File: config.mk
export PLATFORM = sky130hd
export DESIGN_NAME = serial_adder_ctrl_flat
export DESIGN_NICKNAME = d
export VERILOG_FILES = /design/src/rtl/serial_adder_ctrl_pkg.sv /design/src/rtl/serial_adder_ctrl_if.sv /design/src/rtl/serial_adder_ctrl_full_adder_1b.sv /design/src/rtl/serial_adder_ctrl.sv /design/src/flat_wrapper.sv
export SDC_FILE = /design/constraint.sdc
export NUM_CORES = 1
export LEC_CHECK = 0
export ABC_AREA = 1
export CAP_MARGIN = 20
export CORE_MARGIN = 10
export CORE_UTILIZATION = 35
export DETAILED_ROUTE_END_ITERATION = 7
export PLACE_DENSITY = 0.62
export SYNTH_ARGS = -nofsm -noshare
export SYNTH_HDL_FRONTEND = slang
export SYNTH_HIERARCHICAL = 1
export SYNTH_SLANG_ARGS = --single-unit
File: constraint.sdc
create_clock -name clk -period 1.3 [get_ports clk]
set_input_delay 0.325 -clock clk [delete_from_list [all_inputs] [get_ports clk]]
set_output_delay 0.325 -clock clk [all_outputs]
set_load 0.005 [all_outputs]
File: src/rtl/serial_adder_ctrl_pkg.sv
// Shared types and helpers for the bit-serial adder controller.
package serial_adder_ctrl_pkg;

    localparam int unsigned WIDTH_DEF = 8;

    // Controller states; encoding 2'd3 is unused and recovers to ST_IDLE.
    typedef enum logic [1:0] {
        ST_IDLE = 2'd0,
        ST_RUN  = 2'd1,
        ST_DONE = 2'd2
    } state_e;

    // Counter width: one spare bit so WIDTH=1 and powers of two need no wrap handling.
    function automatic int unsigned cnt_width(input int unsigned w);
        return $clog2(w) + 1;
    endfunction

endpackage

File: src/rtl/serial_adder_ctrl_if.sv
// Launch/result handshake between a requester and the serial adder.
interface serial_adder_ctrl_if
    import serial_adder_ctrl_pkg::*;
#(
    parameter int unsigned WIDTH = WIDTH_DEF
);

    logic             start;
    logic [WIDTH-1:0] A;
    logic [WIDTH-1:0] B;
    logic             ci;
    logic             busy;
    logic             done;
    logic [WIDTH-1:0] s;
    logic             co;

    modport master (
        output start, A, B, ci,
        input  busy, done, s, co
    );

    modport slave (
        input  start, A, B, ci,
        output busy, done, s, co
    );

endinterface

File: src/rtl/serial_adder_ctrl_full_adder_1b.sv
// One-bit full adder cell shared across all bit positions.
module full_adder_1b (
    input  logic a,
    input  logic b,
    input  logic ci,
    output logic s,
    output logic co
);

    // Sum and carry of a single bit slice.
    always_comb begin
        s  = a ^ b ^ ci;
        co = (a & b) | (a & ci) | (b & ci);
    end

endmodule

File: src/rtl/serial_adder_ctrl.sv
// Bit-serial adder: one full-adder cell iterated LSB first over WIDTH cycles.
module serial_adder_ctrl
    import serial_adder_ctrl_pkg::*;
#(
    parameter int unsigned WIDTH = WIDTH_DEF
) (
    input  logic                clk,
    input  logic                rst_n,
    serial_adder_ctrl_if.slave  bus
);

    localparam int unsigned CW = cnt_width(WIDTH);

    state_e           state_q;
    state_e           state_d;
    logic [WIDTH-1:0] op_a;
    logic [WIDTH-1:0] op_b;
    logic [WIDTH-1:0] sum_next;
    logic             carry;
    logic [CW-1:0]    cnt;
    logic             fa_s;
    logic             fa_c;
    logic             last_bit;
    logic             accept;
    logic             busy_q;
    logic             done_q;
    logic [WIDTH-1:0] s_q;
    logic             co_q;

    assign bus.busy = busy_q;
    assign bus.done = done_q;
    assign bus.s    = s_q;
    assign bus.co   = co_q;

    assign last_bit = (cnt == CW'(WIDTH - 1));
    assign accept   = bus.start && ((state_q == ST_IDLE) || (state_q == ST_DONE));

    full_adder_1b u_fa (
        .a  (op_a[0]),
        .b  (op_b[0]),
        .ci (carry),
        .s  (fa_s),
        .co (fa_c)
    );

    // Sum bits enter op_a's vacated MSB, so after WIDTH shifts op_a holds the sum.
    generate
        if (WIDTH == 1) begin : g_w1
            assign sum_next = fa_s;
        end else begin : g_wn
            assign sum_next = {fa_s, op_a[WIDTH-1:1]};
        end
    endgenerate

    // Next-state logic.
    always_comb begin
        state_d = state_q;
        case (state_q)
            ST_IDLE: if (bus.start) state_d = ST_RUN;
            ST_RUN:  if (last_bit)  state_d = ST_DONE;
            ST_DONE: state_d = bus.start ? ST_RUN : ST_IDLE;
            default: state_d = ST_IDLE;
        endcase
    end

    // State register with registered Moore outputs.
    always_ff @(posedge clk or negedge rst_n) begin
        if (!rst_n) begin
            state_q <= ST_IDLE;
            busy_q  <= 1'b0;
            done_q  <= 1'b0;
        end else begin
            state_q <= state_d;
            busy_q  <= (state_d == ST_RUN);
            done_q  <= (state_d == ST_DONE);
        end
    end

    // Operand capture, per-bit shift/carry update and result latch.
    always_ff @(posedge clk or negedge rst_n) begin
        if (!rst_n) begin
            op_a  <= '0;
            op_b  <= '0;
            carry <= 1'b0;
            cnt   <= '0;
            s_q   <= '0;
            co_q  <= 1'b0;
        end else if (accept) begin
            op_a  <= bus.A;
            op_b  <= bus.B;
            carry <= bus.ci;
            cnt   <= '0;
        end else if (state_q == ST_RUN) begin
            op_a  <= sum_next;
            op_b  <= op_b >> 1;
            carry <= fa_c;
            cnt   <= cnt + CW'(1);
            if (last_bit) begin
                s_q  <= sum_next;
                co_q <= fa_c;
            end
        end
    end

endmodule

File: src/flat_wrapper.sv
// flat-port wrapper written by rule: the top's interface ports become plain ports
module serial_adder_ctrl_flat import serial_adder_ctrl_pkg::*;
#(
    parameter int unsigned WIDTH = WIDTH_DEF
)
  (clk, rst_n, bus_start, bus_A, bus_B, bus_ci, bus_busy, bus_done, bus_s, bus_co);
  serial_adder_ctrl_if #(.WIDTH(WIDTH)) bus_i ();
  input  logic clk;
  input  logic rst_n;
  input wire logic [$bits(bus_i.start)-1:0] bus_start;
  input wire logic [$bits(bus_i.A)-1:0] bus_A;
  input wire logic [$bits(bus_i.B)-1:0] bus_B;
  input wire logic [$bits(bus_i.ci)-1:0] bus_ci;
  output wire logic [$bits(bus_i.busy)-1:0] bus_busy;
  output wire logic [$bits(bus_i.done)-1:0] bus_done;
  output wire logic [$bits(bus_i.s)-1:0] bus_s;
  output wire logic [$bits(bus_i.co)-1:0] bus_co;
  assign bus_i.start = bus_start;
  assign bus_i.A = bus_A;
  assign bus_i.B = bus_B;
  assign bus_i.ci = bus_ci;
  assign bus_busy = bus_i.busy;
  assign bus_done = bus_i.done;
  assign bus_s = bus_i.s;
  assign bus_co = bus_i.co;
  serial_adder_ctrl #(.WIDTH(WIDTH)) u_core (.clk(clk), .rst_n(rst_n), .bus(bus_i));
endmodule
### Word level (Yosys, flattened, before mapping)

Cells that the tools add are included.

| word-level totals | value |
|---|---|
| register bits | 34 |
| logic and storage cells | 40 |

| operators by class | value |
|---|---|
| $add $sub $neg | 1 |
| equality and inequality tests | 5 |
| muxes and demuxes | 12 |
| bitwise gates (word level) | 8 |
| reduce and logical (&&, ||, !) cells | 5 |

Operators with widths:

| operator | number |
|---|---|
| two-way mux 8 bit | 4 |
| two-way mux 4 bit | 2 |
| one-hot mux 2 bit (3 select lines) | 1 |
| adder 4 x 1 -> 4 bit, second input constant | 1 |
| equality test 2 x 1 -> 1 bit, second input constant | 2 |
| equality test 2 bit, second input constant | 2 |
| equality test 4 x 3 -> 1 bit, second input constant | 1 |
| two-way mux 2 bit | 2 |
| bitwise AND 1 bit | 3 |
| two-way mux 1 bit | 3 |
| AND reduction 3 bit | 1 |
| logical NOT 2 bit | 1 |
| OR 1 bit | 2 |
| nonzero test 2 bit | 1 |
| bitwise XOR 1 bit | 2 |
| logical AND 1 bit | 1 |
| logical OR 1 bit | 1 |
| inverter 1 bit | 1 |

### Logic depth before layout (Yosys ltp)

Gate-level depths: netlist of the first run.

| logic depth | value |
|---|---|
| depth in word-level cells | 5 |
| mapped depth | 7 |

### Hierarchy

Netlist of the first run, hierarchy kept.

By module, submodules not included:

| module | times used | cells each | area each (sq um) | seq. area each (sq um) |
|---|---|---|---|---|
| serial_adder_ctrl | 1 | 199 | 1571.5 | 850.8 |
| full_adder_1b | 1 | 1 | 20.0 | 0.0 |

### Worst setup path after synthesis of the first run

Ideal clock, no wire load.

| timing path | value |
|---|---|
| path kind | register to register |
| start | register u_core.cnt[0] |
| end | register u_core.s_q[0] (netlist: u_core/bus.s[0]) |
| library setup time | 0.118 ns |
| data arrival time | 1.051 ns |
| data required time | 1.182 ns |
| setup slack | 0.132 ns |
| cell stages (with the launch flop) | 8 |
| buffers on the path | 1 |
| period minus slack after synthesis | 1.168 ns |
| cell sequence | dfrtp_1 > ha_1 > nand2_1 > nor2_1 > nand2_1 > buf_2 > nand2_1 > o21ai_2 |

| on the way | value |
|---|---|
| word-level cells in the longest chain between the ends | 2 |

RTL lines:

| element | RTL line | source |
|---|---|---|
| start: declaration | serial_adder_ctrl.sv:20 | `logic [CW-1:0] cnt;` |
| start signal: assignment | serial_adder_ctrl.sv:97 | `cnt <= cnt + CW'(1);` |
| equality test 4 x 3 -> 1 bit | serial_adder_ctrl.sv:35 | `assign last_bit = (cnt == CW'(WIDTH - 1));` |
| AND reduction 3 bit (no line) | n/a |  |
| end signal: assignment | serial_adder_ctrl.sv:99 | `s_q <= sum_next;` |
| end: declaration | serial_adder_ctrl.sv:27 | `logic [WIDTH-1:0] s_q;` |

Every way passes these cells.
A chain may end at the register's enable or synchronous reset.

### Worst setup path in the final report of the first run

| timing path | value |
|---|---|
| start | register u_core.co_q (netlist: u_core/bus.co) |
| end | output bus_co |

RTL lines:

| element | RTL line | source |
|---|---|---|
| start: declaration | serial_adder_ctrl.sv:28 | `logic co_q;` |
| start signal: assignment | serial_adder_ctrl.sv:87 | `co_q <= 1'b0;` |
| start signal: assignment | serial_adder_ctrl.sv:100 | `co_q <= fa_c;` |
| end: declaration | flat_wrapper.sv:17 | `output wire logic [$bits(bus_i.co)-1:0] bus_co;` |

No word-level cell between the ends.

==> results of run 1 <==
area by class of cell:
class	instances	share of cell area
clock inverter	1	0.002305
clock buffer	7	0.03977
timing repair buffer	45	0.2023
inverter	22	0.03919
sequential	34	0.3919
multi-input combinational	137	0.2945
tap	52	0.02997
layout by cell type, fill, tap and decap left out, drive strengths merged:
master	Yosys	routed
clkinv	0	1
dlygate4sd2	0	11
clkbuf	0	7
nand3	4	4
inv	22	22
o21ai	12	12
dlymetal6s2s	0	1
buf	7	15
clkdlybuf4s50	0	18
nor2	5	5
fa	1	1
or2	6	6
nand2	106	106
a21oi	1	1
dfrtp	34	34
ha	1	1
nand4	1	1
metal layers:
metal | wire [um] | global-route usage | vias up
met1 | 1546 | 0.1134 | 580
li1 | - | - | 687
met2 | 1582 | 0.1561 | 25
met5 | 0 | 0 | -
met4 | 53 | 0.04058 | 0
met3 | 270 | 0.04120 | 7
stage by stage:
step | utilization | hold WS, ps | std cells | worst slack (ps) | instance area [um2]
floorplan | - | 29.41 | 200 | 131.5 | 1592
global placement | 0.4649 | 464.4 | 287 | -204.7 | 2038
detailed placement | 0.4649 | 460.2 | 287 | -220.3 | 2038
CTS | 0.4843 | 408.3 | 296 | 16.81 | 2123
global route | 0.4951 | 408.7 | 298 | 0.1485 | 2171
finish | 0.4951 | 407.1 | 298 | 44.84 | 2171
state kept, by name, summed over array words and instances (netlist names):
register	count
u_core/bus.busy	1
u_core/bus.co	1
u_core/bus.done	1
u_core/bus.s	8
u_core/carry	1
u_core/cnt	4
u_core/op_a	8
u_core/op_b	8
u_core/state_q	2
worst max path at each step:
stage,startpoint,to,slack (ps),depth (start not counted)
2_1_floorplan,u_core/cnt[0],u_core/bus.s[0],130,7
3_3_place_gp,bus_start,u_core/op_b[5],-200,7
3_5_place_dp,bus_start,u_core/op_b[5],-220,7
4_1_cts,u_core/cnt[1],u_core/bus.s[7],20,7
5_1_grt,u_core/op_a[0],u_core/op_a[7],0.1,5
6_report,u_core/bus.co,bus_co,40,1
kinds of logic (layout without fill, tap and decap cells):
| group | Yosys count | after routing | share of synthesized area |
|---|---|---|---|
| and+or+nand+nor | 122 | 122 | 0.3192 |
| adders and majority gates | 2 | 2 | 0.02044 |
| AOI/OAI and AO/OA | 13 | 13 | 0.04324 |
| buffers and inverters | 29 | 75 | 0.08254 |
| DFF | 34 | 34 | 0.5346 |
power groups by stage:
stage	combinational [uW]	sequential, uW	clock, uW
after floorplan	1320	1830	0
after global placement	2120	1860	0
after detailed placement	2170	1860	0
after CTS	2090	1840	832
after global routing	2520	1930	881
final	2130	1860	807
timing repair:
item                                    4_1_cts  5_1_grt
setup buffers                                 1        2
endpoints found under the setup margin       11       10
resized for setup                            11        8
cloned                                        0        0
pin swaps                                     0        2
endpoints found under the hold margin         0        0
==> out/results.tsv, run 1 <==
metric	value	unit
max_slew_margin	0.8736	
pwr-share-clk	0.168	
syn-num-nets	222	
clock.fmax	796.7	MHz
ys_seq_elements	34	
slew_viol_final	0	
grt_max_degree	35	
outcome	finished clean	
required	980	ps
grt_pass1_vias	1391	
rsz0062_at_grt	false	
antenna_found_initial	0	
vias	1299	
pwr-share-comb	0.444	
fin_crit	1255	ps
clkTransAtPathRegs	70	ps
power_density	2208	nW/um2
postSynthCellCount	200	
synth_common_cells	nand2_1 (103), dfrtp_1 (34), inv_1 (18)	
cpPeakStageDelay	380	ps
p_sw	1818	uW
ios	31	
port_buffers	30	
drive_gt1_frac	0.1545	
fin_crit_sh	0.9655	
std_cell_rows	24	
multiInputGateArea	639.4	um2
ctsHoldBuffers	0	
grt.total_usage	0.09826	
hold_violations	0	
seqCellArea	850.8	um2
ys_types	23	
crit_chain	dlygate4sd2_1	
critPathMaxFanout	2	
postSynthAreaPerCell	7.958	um2
avgViaCountPerCell	4.359	
fillCellCount	427	
die_area	7645	um2
synth_warnings	6	
drt_pass1_iterations	4	
area_growth	36.40	%
power_leakage	0.001197	uW
cts_max_path_buffers	2	
routabilityCongestion	0.7641	
drc	0	
post_drt_wl_per_cell	11.59	um
drt_iter0_markers	52	
synthFlopType	dfrtp_1	
htreeDepth	2	
synth_largest_area_cell	dfrtp_1	
die_w	87.44	um
num_antenna_cells	0	
finalWirelength	3.453	mm
min_path_type	input pin to asynchronous set/reset pin	
async_flop_share	1.000	
nets	267	
r2r-start	u_core/op_a[0]	
critPathKind	register to primary output	
hpwlAfterDp	2.431	mm
setup_violations	0	
setup_tns	0	ps
vdd_drop_max	902.4	uV
synth-edff-count	0	
reg2reg_to	u_core/op_a[7]	
cp_num_buf_inv	1	
start_kind	register	
critPathTopFamily	flip-flops	
yosysMostFrequentCell	nand2_1	
cts_root_buf	clkbuf_8	
cts.sinks	34	
rrSetupSlack	100	ps
skew	5.514	ps
yosysTopAreaCellShare	0.5346	
start_util	0.3630	
grt_pass1_wl	6.065	mm
worstMarginPinSlew	189.6	ps
tritoncts	done	
cp_data_arrival_time	930	ps
intPower	2976	uW
crit_slowest_cell	dfrtp_1	
core-area	4384	um2
crit_path_end_kind	primary output	
p_sw_frac	0.3793	
total_power	4794	uW
syn_area	1592	um2
die_height	87.44	um
overflow	0	
r2r_cells	5	
seqPwrFrac	0.388	
maxCapViolations	0	
synth_area_leaders	dfrtp_1 (53%), nand2_1 (24%), inv_1 (4.2%)	
insertion_delay	290	ps
cts_buffers	5	
seq_area_frac_synth	0.5346	
ant_nets	0	
Note: power is estimated with default switching activity, not from simulation.
==> inputs of run 2 (changes only) <==
Settings changed: CORE_MARGIN 10 to unset.
==> out/results.tsv, run 2 (synthesis results as in run 1) <==
metric	value	unit
outcome	finished clean	
fin_area	2208	um2
grt_max_degree	35	
skew	2.210	ps
place_area	2016	um2
crit_path_end_kind	primary output	
critPathMaxFanout	2	
post_drt_wl_per_cell	10.84	um
drive_gt1_frac	0.1585	
final_common_cell	nand2_1	
power_density	2164	nW/um2
area_growth	38.76	%
clock.fmax	804.6	MHz
setup_violations	0	
slew_viol_final	0	
cts_root_buf	clkbuf_8	
critPathKind	register to primary output	
ios	31	
grt_pass1_vias	1179	
setup_tns	0	ps
nets	268	
crit_slowest_cell	dfrtp_1	
tritoncts	done	
die_height	69.44	um
cpPeakStageDelay	380	ps
min_path_type	input pin to asynchronous set/reset pin	
fin_cells	298	
insertion_delay	280	ps
drc	0	
pwr-share-comb	0.459	
antenna_found_initial	0	
vias	1345	
utilization	0.5072	
grt.total_usage	0.1421	
placed_cells	284	
overflow	0	
required	980	ps
worstMarginPinSlew	194.9	ps
seqCellArea	850.8	um2
p_sw_frac	0.3818	
maxCapViolations	0	
avgViaCountPerCell	4.513	
clkTransAtPathRegs	60	ps
power_leakage	0.001211	uW
std_cell_rows	24	
vdd_drop_max	698.0	uV
start_kind	register	
cts_max_path_buffers	2	
critPathTopFamily	flip-flops	
max_slew_margin	0.8700	
die_w	69.44	um
cts_buffers	5	
hpwlAfterDp	2.001	mm
core-area	4354	um2
grt_pass1_wl	5.257	mm
start_util	0.3655	
finalWirelength	3.230	mm
fin_crit_sh	0.9561	
die_area	4821	um2
ant_nets	0	
multiInputGateArea	651.9	um2
drt_iter0_markers	91	
hold_slack	412.8	ps
drt_pass1_iterations	4	
seqPwrFrac	0.390	
intPower	2954	uW
routabilityCongestion	0.7340	
final_cell_mix	nand2_1 (101), dfrtp_1 (34), clkdlybuf4s50_1 (19)	
hold_violations	0	
cp_num_buf_inv	1	
cp_data_arrival_time	920	ps
crit_chain	dlygate4sd2_1	
fillCellCount	408	
htreeDepth	2	
pwr-share-clk	0.151	
cts.sinks	34	
num_antenna_cells	0	
port_buffers	30	
fin_crit	1243	ps
p_sw	1825	uW
## run 2: per-stage QoR
step / total power, uW / setup slack (ps)
2_1_floorplan: 3148 / 131.5
3_3_place_gp: 3867 / -190.1
3_5_place_dp: 3913 / -221.1
4_1_cts: 4610 / 13.33
5_1_grt: 5271 / -4.838
6_report: 4779 / 57.11
## run 2: path summary, 6_finish.rpt
path / cells after the start / to / slack [ps] / start
max: 1 / bus_s[4] / 60 / u_core/bus.s[4]
min: 2 / u_core/op_a[3] / 410 / rst_n
max reg2reg: 7 / u_core/bus.s[2] / 70 / u_core/cnt[1]
min reg2reg: 2 / u_core/op_b[7] / 470 / u_core/op_b[7]
max in group asynchronous: 2 / u_core/op_b[4] / 710 / rst_n
min in group clk: 2 / u_core/op_b[7] / 470 / u_core/op_b[7]
## run 2: layer usage
layer / GRT usage / wire, um / vias to the layer above
li1: - / - / 686
met1: 0.1818 / 1448 / 621
met2: 0.2168 / 1513 / 32
met3: 0.05087 / 211 / 6
met4: 0.06122 / 57 / 0
met5: 0 / 0 / -
## run 2: final cells by class
cell class	instances	area share
flip-flops and latches	34	0.3853
multi-input cells	137	0.2952
repair buffers	46	0.2170
inverters	22	0.03853
clock buffers	7	0.03456
well taps	52	0.02946
## run 2: what timing repair did
action	CTS	global route
hold buffers	0	0
pin swaps	0	1
setup endpoints to repair	11	10
setup buffers	3	2
gates cloned	0	2
gates resized for setup	11	10
## run 2: power groups by stage
stage               sequential [uW]  clock, uW  combinational (uW)
finish                         1870        722                2190
global route                   1940        790                2550
CTS                            1840        745                2030
detailed placement             1860          0                2050
global placement               1850          0                2020
floorplan                      1830          0                1320
==> inputs of run 3 (changes only) <==
Settings changed: CELL_PAD_IN_SITES_DETAIL_PLACEMENT set to 1, CELL_PAD_IN_SITES_GLOBAL_PLACEMENT set to 2, CORE_UTILIZATION 35 to 29, PLACE_DENSITY 0.62 to 0.82.
==> out/results.tsv, run 3 (synthesis results as in run 1) <==
metric	value	unit
cpPeakStageDelay	390	ps
fin_crit	1266	ps
grt_pass1_vias	1373	
critPathTopFamily	flip-flops	
skew	9.665	ps
std_cell_rows	26	
max_slew_margin	0.8680	
nets	267	
fin_ws	33.57	ps
ios	31	
rsz0062_at_grt	true	
drive_gt1_frac	0.1626	
port_buffers	30	
finalWirelength	3.611	mm
crit_chain	dlygate4sd2_1	
drt_pass1_iterations	4	
die_w	76.08	um
place_area	2061	um2
clock.fmax	789.6	MHz
maxCapViolations	0	
power_density	2210	nW/um2
cts.sinks	34	
overflow	0	
required	980	ps
die_height	76.08	um
fin_crit_sh	0.9742	
clkTransAtPathRegs	80	ps
cts_buffers	5	
start_kind	register	
grt.total_usage	0.1404	
fin_cells	316	
die_area	5788	um2
routabilityCongestion	0.6981	
power_leakage	0.001184	uW
total_power	4833	uW
insertion_delay	290	ps
cts_root_buf	clkbuf_8	
worstMarginPinSlew	198.0	ps
hold_violations	0	
slew_viol_final	0	
avgViaCountPerCell	4.241	
final_cell_mix	nand2_1 (99), dfrtp_1 (34), clkdlybuf4s50_1 (19)	
tritoncts	done	
htreeDepth	2	
outcome	finished clean	
setup_violations	0	
vias	1340	
crit_slowest_cell	dfrtp_1	
area_growth	37.42	%
setup_tns	0	ps
cts_max_path_buffers	2	
grt_max_degree	35	
placed_cells	305	
crit_path_end_kind	primary output	
drt_iter0_markers	81	
num_antenna_cells	0	
cp_num_buf_inv	1	
start_util	0.3058	
drc	0	
min_path_type	input pin to asynchronous set/reset pin	
hpwlAfterDp	2.488	mm
antenna_found_initial	0	
cp_data_arrival_time	940	ps
critPathMaxFanout	2	
core-area	5205	um2
critPathKind	register to primary output	
fin_area	2187	um2
vdd_drop_max	532.0	uV
post_drt_wl_per_cell	11.43	um
pre_cts_ws	-242.0	ps
ant_nets	0	
final_common_cell	nand2_1	
grt_pass1_wl	6.313	mm
fillCellCount	651	
run 3: power by group:
| group | switching, uW | total, uW | internal, uW |
|---|---|---|---|
| clock network | 399 | 827 | 428 |
| registers | 322 | 1870 | 1540 |
| logic | 1140 | 2140 | 1000 |
| total | 1860 | 4830 | 2970 |
run 3: through the flow:
step	util	hold WS (ps)
final	0.4202	402.8
after floorplan	-	29.41
after global placement	0.3959	464.7
after detailed placement	0.3959	468.6
after global routing	0.4202	445.5
after CTS	0.4137	413.4
run 3: area by class of cell:
class,instances,area [um2],area share
flip-flops and latches,34,850.8,0.3890
repair buffers,45,437.9,0.2002
well taps,70,87.58,0.04005
inverters,22,85.08,0.03890
clock inverters,1,5.005,0.002288
clock buffers,7,86.33,0.03947
multi-input cells,137,634.4,0.2900
run 3: repair_timing:
| item | 4_1_cts | 5_1_grt |
|---|---|---|
| buffers inserted | 2 | 1 |
| resized for setup | 11 | 9 |
| pin swaps | 0 | 5 |
| hold buffers | 0 | 0 |
| endpoints found under the setup margin | 11 | 14 |
run 3: worst paths after layout:
check	startpoint	to	slack (ps)	cells past startpoint
min	rst_n	u_core/op_a[4]	400	2
max	u_core/bus.co	bus_co	30	1
max in group asynchronous	rst_n	u_core/op_b[5]	700	2
min in group clk	u_core/bus.s[0]	u_core/bus.s[0]	480	2
min reg2reg	u_core/bus.s[0]	u_core/bus.s[0]	480	2
max reg2reg	u_core/cnt[1]	u_core/bus.s[6]	60	7
run 3: layer usage:
layer	share of wire	GRT usage
met5	0	0
met2	0.47	0.2309
met1	0.47	0.1716
met3	0.045	0.04551
met4	0.016	0.05192
